### src/rtl/uart_rx_fifo_if.sv
// Receive word stream: head-of-FIFO data, error tags and valid/ready.
interface uart_rx_fifo_if #(
    parameter int DATA_BITS = 8
);
    logic [DATA_BITS-1:0] data;
    logic                 parity_err;
    logic                 frame_err;
    logic                 valid;
    logic                 ready;

    modport master (output data, parity_err, frame_err, valid, input ready);
    modport slave  (input data, parity_err, frame_err, valid, output ready);
endinterface

### src/rtl/uart_rx_fifo.sv
// UART receiver with majority-vote sampling, configurable frame format
// and a first-word-fall-through output FIFO with per-word error tags.
module uart_rx_fifo #(
    parameter int DATA_BITS    = 8,
    parameter int CLKS_PER_BIT = 5208,
    parameter int PARITY       = 0,
    parameter int STOP_BITS    = 1,
    parameter int FIFO_DEPTH   = 16,
    parameter int SYNC_STAGES  = 2
) (
    input  logic                        clk,
    input  logic                        rst,
    input  logic                        rx_i,
    uart_rx_fifo_if.master              m,
    output logic                        overrun_o,
    output logic                        break_o,
    output logic [$clog2(FIFO_DEPTH):0] fifo_count_o
);
    localparam int CW = $clog2(CLKS_PER_BIT);
    localparam int H  = CLKS_PER_BIT / 2;
    localparam int IW = $clog2(DATA_BITS);
    localparam int AW = $clog2(FIFO_DEPTH);
    localparam int WW = DATA_BITS + 2;

    typedef enum logic [2:0] {
        S_IDLE, S_START, S_DATA, S_PARITY, S_STOP1, S_STOP2
    } state_e;

    state_e                 state_q, state_d;
    logic [CW-1:0]          cnt_q, cnt_d;
    logic [1:0]             smp_q, smp_d;
    logic [DATA_BITS-1:0]   data_q, data_d;
    logic [IW-1:0]          idx_q, idx_d;
    logic                   perr_q, perr_d;
    logic                   ferr_q, ferr_d;
    logic                   stop1z_q, stop1z_d;
    logic [SYNC_STAGES-1:0] sync_q;
    logic                   rxs, rxs_d_q;
    logic                   decide, bit_v, par_exp, done;
    logic                   push, brk;
    logic [WW-1:0]          push_word;

    // Synchroniser idles high so reset never looks like a start edge
    always_ff @(posedge clk) begin
        if (rst) begin
            sync_q  <= '1;
            rxs_d_q <= 1'b1;
        end else begin
            sync_q  <= {sync_q[SYNC_STAGES-2:0], rx_i};
            rxs_d_q <= rxs;
        end
    end

    assign rxs     = sync_q[SYNC_STAGES-1];
    assign bit_v   = (smp_q[0] & smp_q[1]) | (smp_q[0] & rxs) | (smp_q[1] & rxs);
    assign par_exp = (PARITY == 1) ? ~(^data_q) : ^data_q;

    always_ff @(posedge clk) begin
        if (rst) begin
            state_q  <= S_IDLE;
            cnt_q    <= '0;
            smp_q    <= '0;
            data_q   <= '0;
            idx_q    <= '0;
            perr_q   <= 1'b0;
            ferr_q   <= 1'b0;
            stop1z_q <= 1'b0;
        end else begin
            state_q  <= state_d;
            cnt_q    <= cnt_d;
            smp_q    <= smp_d;
            data_q   <= data_d;
            idx_q    <= idx_d;
            perr_q   <= perr_d;
            ferr_q   <= ferr_d;
            stop1z_q <= stop1z_d;
        end
    end

    always_comb begin
        state_d   = state_q;
        cnt_d     = cnt_q;
        smp_d     = smp_q;
        data_d    = data_q;
        idx_d     = idx_q;
        perr_d    = perr_q;
        ferr_d    = ferr_q;
        stop1z_d  = stop1z_q;
        done      = 1'b0;
        push      = 1'b0;
        brk       = 1'b0;
        push_word = '0;
        decide    = (state_q != S_IDLE) && (cnt_q == CW'(H + 1));

        if (state_q != S_IDLE)
            cnt_d = (cnt_q == CW'(CLKS_PER_BIT - 1)) ? '0 : cnt_q + CW'(1);
        if (cnt_q == CW'(H - 1)) smp_d[0] = rxs;
        if (cnt_q == CW'(H))     smp_d[1] = rxs;

        unique case (state_q)
            S_IDLE: begin
                if (rxs_d_q && !rxs) state_d = S_START;
            end
            S_START: begin
                if (decide) begin
                    state_d = bit_v ? S_IDLE : S_DATA;
                    idx_d   = '0;
                end
            end
            S_DATA: begin
                if (decide) begin
                    data_d[idx_q] = bit_v;
                    idx_d         = idx_q + IW'(1);
                    if (idx_q == IW'(DATA_BITS - 1))
                        state_d = (PARITY != 0) ? S_PARITY : S_STOP1;
                end
            end
            S_PARITY: begin
                if (decide) begin
                    if (bit_v != par_exp) perr_d = 1'b1;
                    state_d = S_STOP1;
                end
            end
            S_STOP1: begin
                if (decide) begin
                    stop1z_d = !bit_v;
                    if (!bit_v) ferr_d = 1'b1;
                    if (STOP_BITS == 2) state_d = S_STOP2;
                    else                done    = 1'b1;
                end
            end
            S_STOP2: begin
                if (decide) begin
                    if (!bit_v) ferr_d = 1'b1;
                    done = 1'b1;
                end
            end
            default: state_d = S_IDLE;
        endcase

        if (done) begin
            push      = 1'b1;
            push_word = {perr_d, ferr_d, data_d};
            brk       = stop1z_d && (data_d == '0);
            perr_d    = 1'b0;
            ferr_d    = 1'b0;
            state_d   = S_IDLE;
        end
        if (state_d == S_IDLE) cnt_d = '0;
    end

    logic [WW-1:0] mem_q [FIFO_DEPTH];
    logic [AW-1:0] wptr_q, rptr_q;
    logic [AW:0]   count_q, count_d;
    logic          pop, full, wr, ovr_q, brk_q;
    logic [WW-1:0] head;

    // A full FIFO still takes a word when the head leaves in the same cycle
    assign pop     = (count_q != '0) && m.ready;
    assign full    = count_q == (AW+1)'(FIFO_DEPTH);
    assign wr      = push && (!full || pop);
    assign count_d = count_q + (AW+1)'(wr) - (AW+1)'(pop);

    always_ff @(posedge clk) begin
        if (wr) mem_q[wptr_q] <= push_word;
    end

    always_ff @(posedge clk) begin
        if (rst) begin
            wptr_q  <= '0;
            rptr_q  <= '0;
            count_q <= '0;
            ovr_q   <= 1'b0;
            brk_q   <= 1'b0;
        end else begin
            wptr_q  <= wptr_q + AW'(wr);
            rptr_q  <= rptr_q + AW'(pop);
            count_q <= count_d;
            ovr_q   <= push && full && !pop;
            brk_q   <= brk;
        end
    end

    assign head         = mem_q[rptr_q];
    assign m.valid      = count_q != '0;
    assign m.data       = m.valid ? head[DATA_BITS-1:0] : '0;
    assign m.frame_err  = m.valid & head[DATA_BITS];
    assign m.parity_err = m.valid & head[DATA_BITS+1];
    assign overrun_o    = ovr_q;
    assign break_o      = brk_q;
    assign fifo_count_o = count_q;
endmodule

### src/flat_wrapper.sv
// flat-port wrapper written by rule: the top's interface ports become plain ports
module uart_rx_fifo_flat 
#(
    parameter int DATA_BITS    = 8,
    parameter int CLKS_PER_BIT = 5208,
    parameter int PARITY       = 0,
    parameter int STOP_BITS    = 1,
    parameter int FIFO_DEPTH   = 16,
    parameter int SYNC_STAGES  = 2
)
  (clk, rst, rx_i, overrun_o, break_o, fifo_count_o, m_data, m_parity_err, m_frame_err, m_valid, m_ready);
  uart_rx_fifo_if #(.DATA_BITS(DATA_BITS)) m_i ();
  input  logic clk;
  input  logic rst;
  input  logic rx_i;
  output logic overrun_o;
  output logic break_o;
  output logic [$clog2(FIFO_DEPTH):0] fifo_count_o;
  output wire logic [$bits(m_i.data)-1:0] m_data;
  output wire logic [$bits(m_i.parity_err)-1:0] m_parity_err;
  output wire logic [$bits(m_i.frame_err)-1:0] m_frame_err;
  output wire logic [$bits(m_i.valid)-1:0] m_valid;
  input wire logic [$bits(m_i.ready)-1:0] m_ready;
  assign m_data = m_i.data;
  assign m_parity_err = m_i.parity_err;
  assign m_frame_err = m_i.frame_err;
  assign m_valid = m_i.valid;
  assign m_i.ready = m_ready;
  uart_rx_fifo #(.DATA_BITS(DATA_BITS), .CLKS_PER_BIT(CLKS_PER_BIT), .PARITY(PARITY), .STOP_BITS(STOP_BITS), .FIFO_DEPTH(FIFO_DEPTH), .SYNC_STAGES(SYNC_STAGES)) u_core (.clk(clk), .rst(rst), .rx_i(rx_i), .m(m_i), .overrun_o(overrun_o), .break_o(break_o), .fifo_count_o(fifo_count_o));
endmodule
### config.mk
export PLATFORM = sky130hd
export DESIGN_NAME = uart_rx_fifo_flat
export DESIGN_NICKNAME = d
export VERILOG_FILES = /design/src/rtl/uart_rx_fifo_if.sv /design/src/rtl/uart_rx_fifo.sv /design/src/flat_wrapper.sv
export SDC_FILE = /design/constraint.sdc
export NUM_CORES = 1
export LEC_CHECK = 0
export CORE_ASPECT_RATIO = 2
export CORE_UTILIZATION = 50
export CTS_CLUSTER_SIZE = 30
export DETAILED_ROUTE_END_ITERATION = 10
export PLACE_DENSITY_LB_ADDON = 0.25
export SETUP_SLACK_MARGIN = 0.15
export SYNTH_ARGS = -nofsm -noshare
export SYNTH_HDL_FRONTEND = slang
export SYNTH_SLANG_ARGS = --single-unit
### constraint.sdc
create_clock -name clk -period 3.1 [get_ports clk]
set_input_delay 0.62 -clock clk [delete_from_list [all_inputs] [get_ports clk]]
set_output_delay 0.62 -clock clk [all_outputs]
set_load 0.05 [all_outputs]
Word-level counts from Yosys, hierarchy flattened:

Memories as Yosys holds them, arrays and structs flattened. A register that Yosys moved wholly into a read port is not among the register bits.
Cells that the tools add are included.
Widths: inputs -> output; s select.

* memories kept: 1
* output and inout bits: 18
* bits in writable memories: 160
* bits of input ports: 4
* logic and storage cells: 105
* register bits after elaboration: 50

* equal/unequal tests: 14
* order comparisons: 2
* reduce and logical (&&, ||, !) cells: 25
* mux-type cells: 33
* bitwise gates (word level): 8
* $add $sub $neg: 6

Memories
* u_core.mem_q: words 16, bits a word 10, rd ports 1, clocked after Yosys merged registers in 1, wr ports 1, RTL line uart_rx_fifo.sv:152 `logic [WW-1:0] mem_q [FIFO_DEPTH];`

Operator list (count)
* $eq 13x12->1 const B: 3
* $mux 3: 8
* $mux 8: 3
* $pmux 3 s5: 1
* $mux 1: 14
* $add 13x1->13 const B: 1
* $eq 13x13->1 const B: 1
* $mux 13: 1
* $mux 10: 1
* $eq 3x3->1 const B: 3
* $add 4x1->4: 2
* $bwmux 8: 1
* $logic_and 1x1->1: 8
* $logic_not 8->1: 1
* $reduce_or 2->1: 4
* $reduce_xor 8->1: 1
* $eq 3x2->1 const B: 2
* $logic_not 3->1: 2
* $pmux 3 s2: 1
* $add 5x1->5: 1
* $and 1x1->1: 5
* $eq 5x5->1 const B: 1
* $reduce_bool 5->1: 1
* $sub 5x1->5: 1
* other kinds (16): 21

Longest topological paths before layout:

Gate-level depths: netlist of run 1.

* word-level depth: 9
* gate-level depth with buffers: 16
* depth with buffers taken out: 15

Least setup slack after synthesis of run 1:

OpenSTA, ideal clock, no wires.

* path type: reg-to-reg
* start: register u_core.cnt_q[0]
* end: memory u_core.mem_q[0][0] (netlist name), enable pin
* period minus slack after synthesis: 3.104 ns
* path slack: -0.004 ns
* buffers on the path: 0
* cell stages (with the launch flop): 8
* required time: 2.710 ns
* library setup time: 0.390 ns
* arrival time: 2.714 ns
* path through: dfxtp_1 ha_1 nand3_1 nor4_4 nand3_1 nor2b_1 or3b_1 nor3_1

* longest elaborated chain between the ends: 8

RTL lines
* from (decl): RTL line uart_rx_fifo.sv:30 `logic [CW-1:0] cnt_q, cnt_d;`
* from (signal assigned): RTL line uart_rx_fifo.sv:70 `cnt_q <= cnt_d;`
* $eq 13x12->1: RTL line uart_rx_fifo.sv:93 `decide = (state_q != S_IDLE) && (cnt_q == CW'(H + 1));`
* $logic_and 1x1->1: RTL line uart_rx_fifo.sv:93
* $mux 1: RTL line uart_rx_fifo.sv:133 `if (decide) begin`
* $mux 1
* $mux 1: RTL line uart_rx_fifo.sv:141 `if (done) begin`
* $logic_and 1x1->1: RTL line uart_rx_fifo.sv:161 `assign wr = push && (!full || pop);`
* $mux 1: RTL line uart_rx_fifo.sv:165 `if (wr) mem_q[wptr_q] <= push_word;`
* $mux 1 (not written as such): RTL line uart_rx_fifo.sv:165
* to (decl): RTL line uart_rx_fifo.sv:152

Every way passes these cells.

==> impl_metrics.toml, run 1 <==
[power]
power_frac_clock_pct = 25.8
p_int_mw = 5.636
p_leak_nw = 3.591
power.density_nw_per_um2 = 783.1
peakVddDrop_mv = 0.7711
fin_total_pwr_mw = 8.069
combPwrFrac_pct = 35.8
switching_power_mw = 2.432
switching_share_pct = 30.15
pwr-share-seq_pct = 38.4

[global_route]
grt_pass1_wl_um = 28260
grt_use_total_pct = 20.92
grt_max_degree = 43
grt_pass1_vias = 5263
antenna_found_initial = 0
grt_overflow = 0

[floorplan]
die_w_um = 96.11
die-area_sq_um = 18280
initial_core_util_pct = 51.27
ioPinCount = 22
dieHeight_um = 190.2
rows = 68
core_area_sq_um = 17270

[critical_path]
path_class = "reg -> out"
rrSetupSlack_ps = 310
cp-start-kind = "flip-flop"
cp_common_cell = "mux4_2"
r2r-end = "u_core.mem_q[4][8]"
cp_slowest_cell = "mux4_2"
worst_path_largest_cell_delay_ps = 530
crit_path_end_kind = "output pin"
crit_chain = "buf_12 -> buf_16 -> mux4_2 -> mux4_2 -> nor2b_4 -> buf_6"
rr_worst_depth = 9
arrival_ps = 2500
crit_required_ps = 2480
worstPathMaxFanout = 7
timing.rr.start = "u_core.cnt_q[9]"

[route]
vias = 4913
drt-total-wl_um = 17790
wl_per_cell_um = 21.01
first_pass_iters = 6
ant_nets = 0
drt_iter0_drc = 372
vias_per_cell = 5.800
drc = 0

[cts]
cts_hold_buf = 0
htreeDepth = 1
cts_root_buf = "clkbuf_16"
cts_inserted_buffers = 18
clock_latency_ps = 480
clk_pin_slew_ps = 70
tritoncts = "built"
cts.path.max_buffers = 3
cts.sinks = 210

[timing]
slew_headroom_pct = 45.61
fin_crit_ps = 3124
hold_viol = 0
finalSetupViolations = 7
rsz0062_at_grt = "yes"
finalMaxSlewViolations = 0
period_share_pct = 100.8
max_freq_mhz = 320.1
fin_skew_ps = 10.91
worst_pin_slew_ps = 812.9
fin_ws_ps = -24.23

[flow_run]
cap_violations = 0

[yosys]
mappedNetlistArea_sq_um = 8856
yosysTopAreaCellShare_pct = 54.25
yosysMostFrequentCell = "edfxtp_1"
synth.avg_cell_area_sq_um = 15.40
ys_ff_latch = 210
synthFlopType = "edfxtp_1"
synth_cells = 575
netlist_top_cells_area = "edfxtp_1 54%, mux4_2 13%, dfxtp_1 11%, nor2_1 2.9%, ha_1 2.1%"
synth_nets = 595
synth-edff-count = 160
synth_area_leader_cell = "edfxtp_1"
yosysWarningCount = 0
synthArstFlopShare_pct = 0
synth_cell_types = 52
synth_common_cells = "160 x edfxtp_1, 68 x nor2_1, 50 x dfxtp_1, 50 x mux4_2"
synth_sequential_area_ratio_pct = 65.56

[layout]
num_antenna_cells = 0
finalInstanceArea_sq_um = 10300
drive_gt1_share_pct = 24.33
utilization_pct = 59.66
instances_no_fill = 847
nets = 645
area_growth_pct = 16.35

[place]
dp_slack_ps = -60.86
place_inst = 805
dp_hpwl_um = 12370
place_area_sq_um = 9439
numPortBuffers = 21
place.gp.congestion = 0.7790

[worst_hold_path]
hold_end = "u_core.sync_q[1]"
hold_path_depth = 1
hold_path_class = "reg -> reg"
min-delay-start = "u_core.sync_q[0]"

[status]
outcome = "finished with violations"
violations = "negative setup slack"
-- worst max-delay path: cells and delay by family, from the launching register on --
family                 cells  cell delay [ps]
flip-flops                 1              450
multiplexers               2             1010
buffers and inverters      3              410
AND/OR/NAND/NOR            1              150
-- repair_timing --
action,in CTS,in global routing
endpoints found under the hold margin,0,0
cloned,4,0
pin swaps,1,1
endpoints found under the setup margin,12,167
buffers inserted,4,2
resized for setup,33,10
-- flip-flops by register name (all words and copies together) (netlist names) --
signal / count
u_core.fifo_count_o: 5
u_core.overrun_o: 1
u_core.rptr_q: 4
u_core.ferr_q: 1
u_core.sync_q: 2
u_core.stop1z_q: 1
u_core.smp_q: 2
u_core.wptr_q: 4
u_core.mem_q: 160
u_core.idx_q: 3
u_core.cnt_q: 13
u_core.data_q: 8
u_core.state_q: 3
u_core.rxs_d_q: 1
u_core.perr_q: 1
u_core.break_o: 1
-- cell type report --
type / count / area [sq um]
Sequential cell: 210 / 5812
Tap cell: 210 / 262.8
Fill cell: 1301 / 6968
Clock buffer: 25 / 508.0
Clock inverter: 7 / 36.28
Inverter: 15 / 56.30
Multi-Input combinational cell: 319 / 2944
Timing Repair Buffer: 61 / 684.4
-- logic make-up after synthesis --
family / after synthesis / synth area share [%]
adder cells (fa/ha/maj): 17 / 2.458
multiplexers: 62 / 14.09
AND/OR/NAND/NOR: 176 / 10.85
AO/OA/AOI/OAI: 40 / 2.656
flip-flops: 210 / 65.56
buffers and inverters: 46 / 2.020
XOR/XNOR: 24 / 2.374
-- cells in the final DEF (no fill, tap or decap), drive strengths merged, types with 5 or more instances in the layout --
| cell | instances |
|---|---|
| nor3 | 13 |
| nor2b | 19 |
| inv | 15 |
| xor2 | 11 |
| clkbuf | 25 |
| clkdlybuf4s50 | 10 |
| ha | 15 |
| o21ai | 12 |
| and3 | 5 |
| nand2 | 13 |
| mux4 | 50 |
| edfxtp | 160 |
| nor2 | 68 |
| mux2i | 11 |
| xnor2 | 13 |
| buf | 50 |
| a21oi | 16 |
| dfxtp | 50 |
| nand3 | 15 |
| clkinv | 5 |
| nand4b | 6 |
-- power by group through the flow --
| stage | combinational [mW] | sequential [mW] | clock, mW |
|---|---|---|---|
| 2_1_floorplan | 1.68 | 3.22 | 0 |
| 3_3_place_gp | 2.38 | 3.13 | 0 |
| 3_5_place_dp | 2.41 | 3.13 | 0 |
| 4_1_cts | 2.90 | 3.10 | 2.13 |
| 5_1_grt | 3.07 | 3.10 | 2.23 |
| 6_report | 2.89 | 3.10 | 2.09 |
-- per-layer routing --
layer / vias to the layer above / part of all wire [%] / GRT usage (%)
li1: 2284 / - / -
met1: 2483 / 36 / 23.62
met2: 108 / 59 / 39.50
met3: 38 / 2.9 / 2.273
met4: 0 / 3.0 / 7.176
met5: - / 0 / 0
-- worst max path at each step --
stage / from / cells past startpoint / to / slack, ps
after CTS: u_core.rptr_q[0] / 6 / m_data[6] / -70
after detailed placement: u_core.fifo_count_o[2] / 15 / u_core.fifo_count_o[4] / -60
final: u_core.rptr_q[0] / 6 / m_frame_err / -20
after global placement: u_core.fifo_count_o[3] / 15 / u_core.fifo_count_o[4] / 80
after global routing: u_core.rptr_q[0] / 6 / m_frame_err / -110
after floorplan: u_core.rptr_q[0] / 5 / m_data[0] / 180
-- per-stage QoR --
stage | hold WS (ps) | setup TNS, ps
global route | 416.6 | -738.9
CTS | 406.7 | -527.8
detailed placement | 394.1 | -60.86
floorplan | 389.5 | 0
global placement | 395.1 | 0
finish | 409.8 | -90.44
(Power assumes the default switching activity.)
==> run 2: changes to the inputs <==
CORE_MARGIN = 2   (was not set)
PLACE_DENSITY = 0.76   (was not set)
PLACE_DENSITY_LB_ADDON = not set   (was 0.25)
==> run 2 against run 1 <==
- the run still ends with negative setup slack left
- worst setup slack got worse by 15 ps
- non-clock buffer count did not move
- maximum frequency fell by 0.46%
- die area rose by 3.2%
==> impl_metrics.toml, run 2 (synthesized netlist as in run 1, its figures left out) <==
[status]
outcome = "finished with violations"
violations = "negative setup slack"

[timing]
worst_hold_slack_ps = 432.2
period_share_pct = 101.3
hold_viol = 0
slew_headroom_pct = 38.62
fin_skew_ps = 13.01
worst_pin_slew_ps = 917.4
fin_crit_ps = 3139
max_freq_mhz = 318.6
finalSetupViolations = 6
finalMaxSlewViolations = 0
fin_ws_ps = -38.80
rsz0062_at_grt = "yes"
finalSetupTns_ps = -134.3

[cts]
cts_hold_buf = 0
cts.sinks = 210
cts_root_buf = "clkbuf_16"
tritoncts = "built"
htreeDepth = 1
clock_latency_ps = 480
cts_inserted_buffers = 18
cts.path.max_buffers = 3
clk_pin_slew_ps = 70

[floorplan]
core_area_sq_um = 17270
ioPinCount = 22
rows = 68
dieHeight_um = 192.2
die-area_sq_um = 18860
die_w_um = 98.11
initial_core_util_pct = 51.27

[worst_hold_path]
hold_path_class = "reg -> reg"
hold_path_depth = 1

[global_route]
grt_overflow = 0
grt_max_degree = 43
grt_pass1_wl_um = 28530
grt_use_total_pct = 19.54
grt_pass1_vias = 5247
antenna_found_initial = 0

[layout]
final_common_cell = "edfxtp_1"
area_growth_pct = 15.70
num_antenna_cells = 0
utilization_pct = 59.32
largest-register = "u_core.mem_q"
largest_reg_flops = 160
drive_gt1_share_pct = 23.27
nFillCells = 1276
reg.largest.list = "u_core.mem_q x160, u_core.cnt_q x13, u_core.data_q x8"
final_cell_mix = "160 x edfxtp_1, 63 x nor2_1, 50 x mux4_2"
nets = 645

[route]
drc = 0
first_pass_iters = 5
wl_met2_um = 10860
drt-met1-wl_um = 6307
vias_per_cell = 5.979
highest-signal-layer = "met4"
drt_iter0_drc = 384
wl_per_cell_um = 21.62
vias = 5058
ant_nets = 0
routed-wl-met3_um = 630
drt-total-wl_um = 18290

[place]
dp_hpwl_um = 12200
dp_slack_ps = 235.5
place.gp.congestion = 0.8855
numPortBuffers = 21

[power]
fin_total_pwr_mw = 7.967
p_leak_nw = 3.564
pwr-share-seq_pct = 39.1
combPwrFrac_pct = 32.2
power_frac_clock_pct = 28.7
switching_share_pct = 29.90
switching_power_mw = 2.382
peakVddDrop_mv = 0.6312
p_int_mw = 5.585
power.density_nw_per_um2 = 777.5

[critical_path]
cp-start-kind = "flip-flop"
worstPathMaxFanout = 10
crit_required_ps = 2480
path_class = "reg -> out"
arrival_ps = 2520
rr_worst_depth = 10
crit_path_end_kind = "output pin"

[flow_run]
cap_violations = 0
==> run 2: cell count changes in the layout (fill, tap and decap cells not counted), sizes merged <==
cell | before | now
clkinv | 5 | 4
dlygate4sd2 | 1 | 0
bufinv | 0 | 2
dlymetal6s2s | 0 | 1
buf | 50 | 49
inv | 15 | 16
clkbuf | 25 | 23
==> run 2: cell type report <==
type	count	area (sq um)	share of cell area [%]
clock buffers	22	496.7	4.848
clock inverters	9	107.6	1.050
inverters	15	56.30	0.5495
multi-input cells	319	2897	28.27
flip-flops and latches	210	5811	56.71
well taps	210	262.8	2.564
repair buffers	61	615.6	6.008
==> run 2: path summary, 6_finish.rpt <==
path / from / endpoint / slack [ps]
setup / recovery: u_core.rptr_q[0] / m_data[1] / -40
setup reg to reg: u_core.cnt_q[1] / u_core.mem_q[8][3] / 360
hold reg to reg: u_core.sync_q[0] / u_core.sync_q[1] / 430
hold / removal: u_core.sync_q[0] / u_core.sync_q[1] / 430
==> run 2: power groups by stage <==
stage | combinational (mW) | sequential (mW) | clock, mW
floorplan | 1.68 | 3.22 | 0
global placement | 2.32 | 3.15 | 0
detailed placement | 2.38 | 3.15 | 0
CTS | 2.59 | 3.11 | 2.31
global route | 2.74 | 3.12 | 2.42
finish | 2.57 | 3.11 | 2.28
==> run 2: layer usage <==
layer	global-route usage, %	vias to the layer above
li1	-	2287
met1	20.83	2579
met2	39.59	153
met3	1.710	39
met4	6.143	0
met5	0	-
==> run 2: critical path: stages, from the launching register on <==
cell	delay, ps
dfxtp_4	480
buf_16	190
mux4_2	540
mux4_2	510
nor2b_1	160
buf_6	150
==> run 2: stage by stage <==
step / cells / cell area [sq um]
global placement: 807 / 9454
finish: 846 / 10250
floorplan: 575 / 8861
CTS: 841 / 10170
detailed placement: 807 / 9454
global route: 846 / 10250
==> run 2: repair_timing <==
item	CTS	global route
setup endpoints to repair	10	132
cloned	2	1
buffers inserted	1	4
pin swaps	0	1
gates resized for setup	14	8
==> run 3: changes to the inputs <==
SLEW_MARGIN = 20   (was not set)
==> results of run 3 <==
No change in the layout: final DEF, timing and power equal those of run 2.
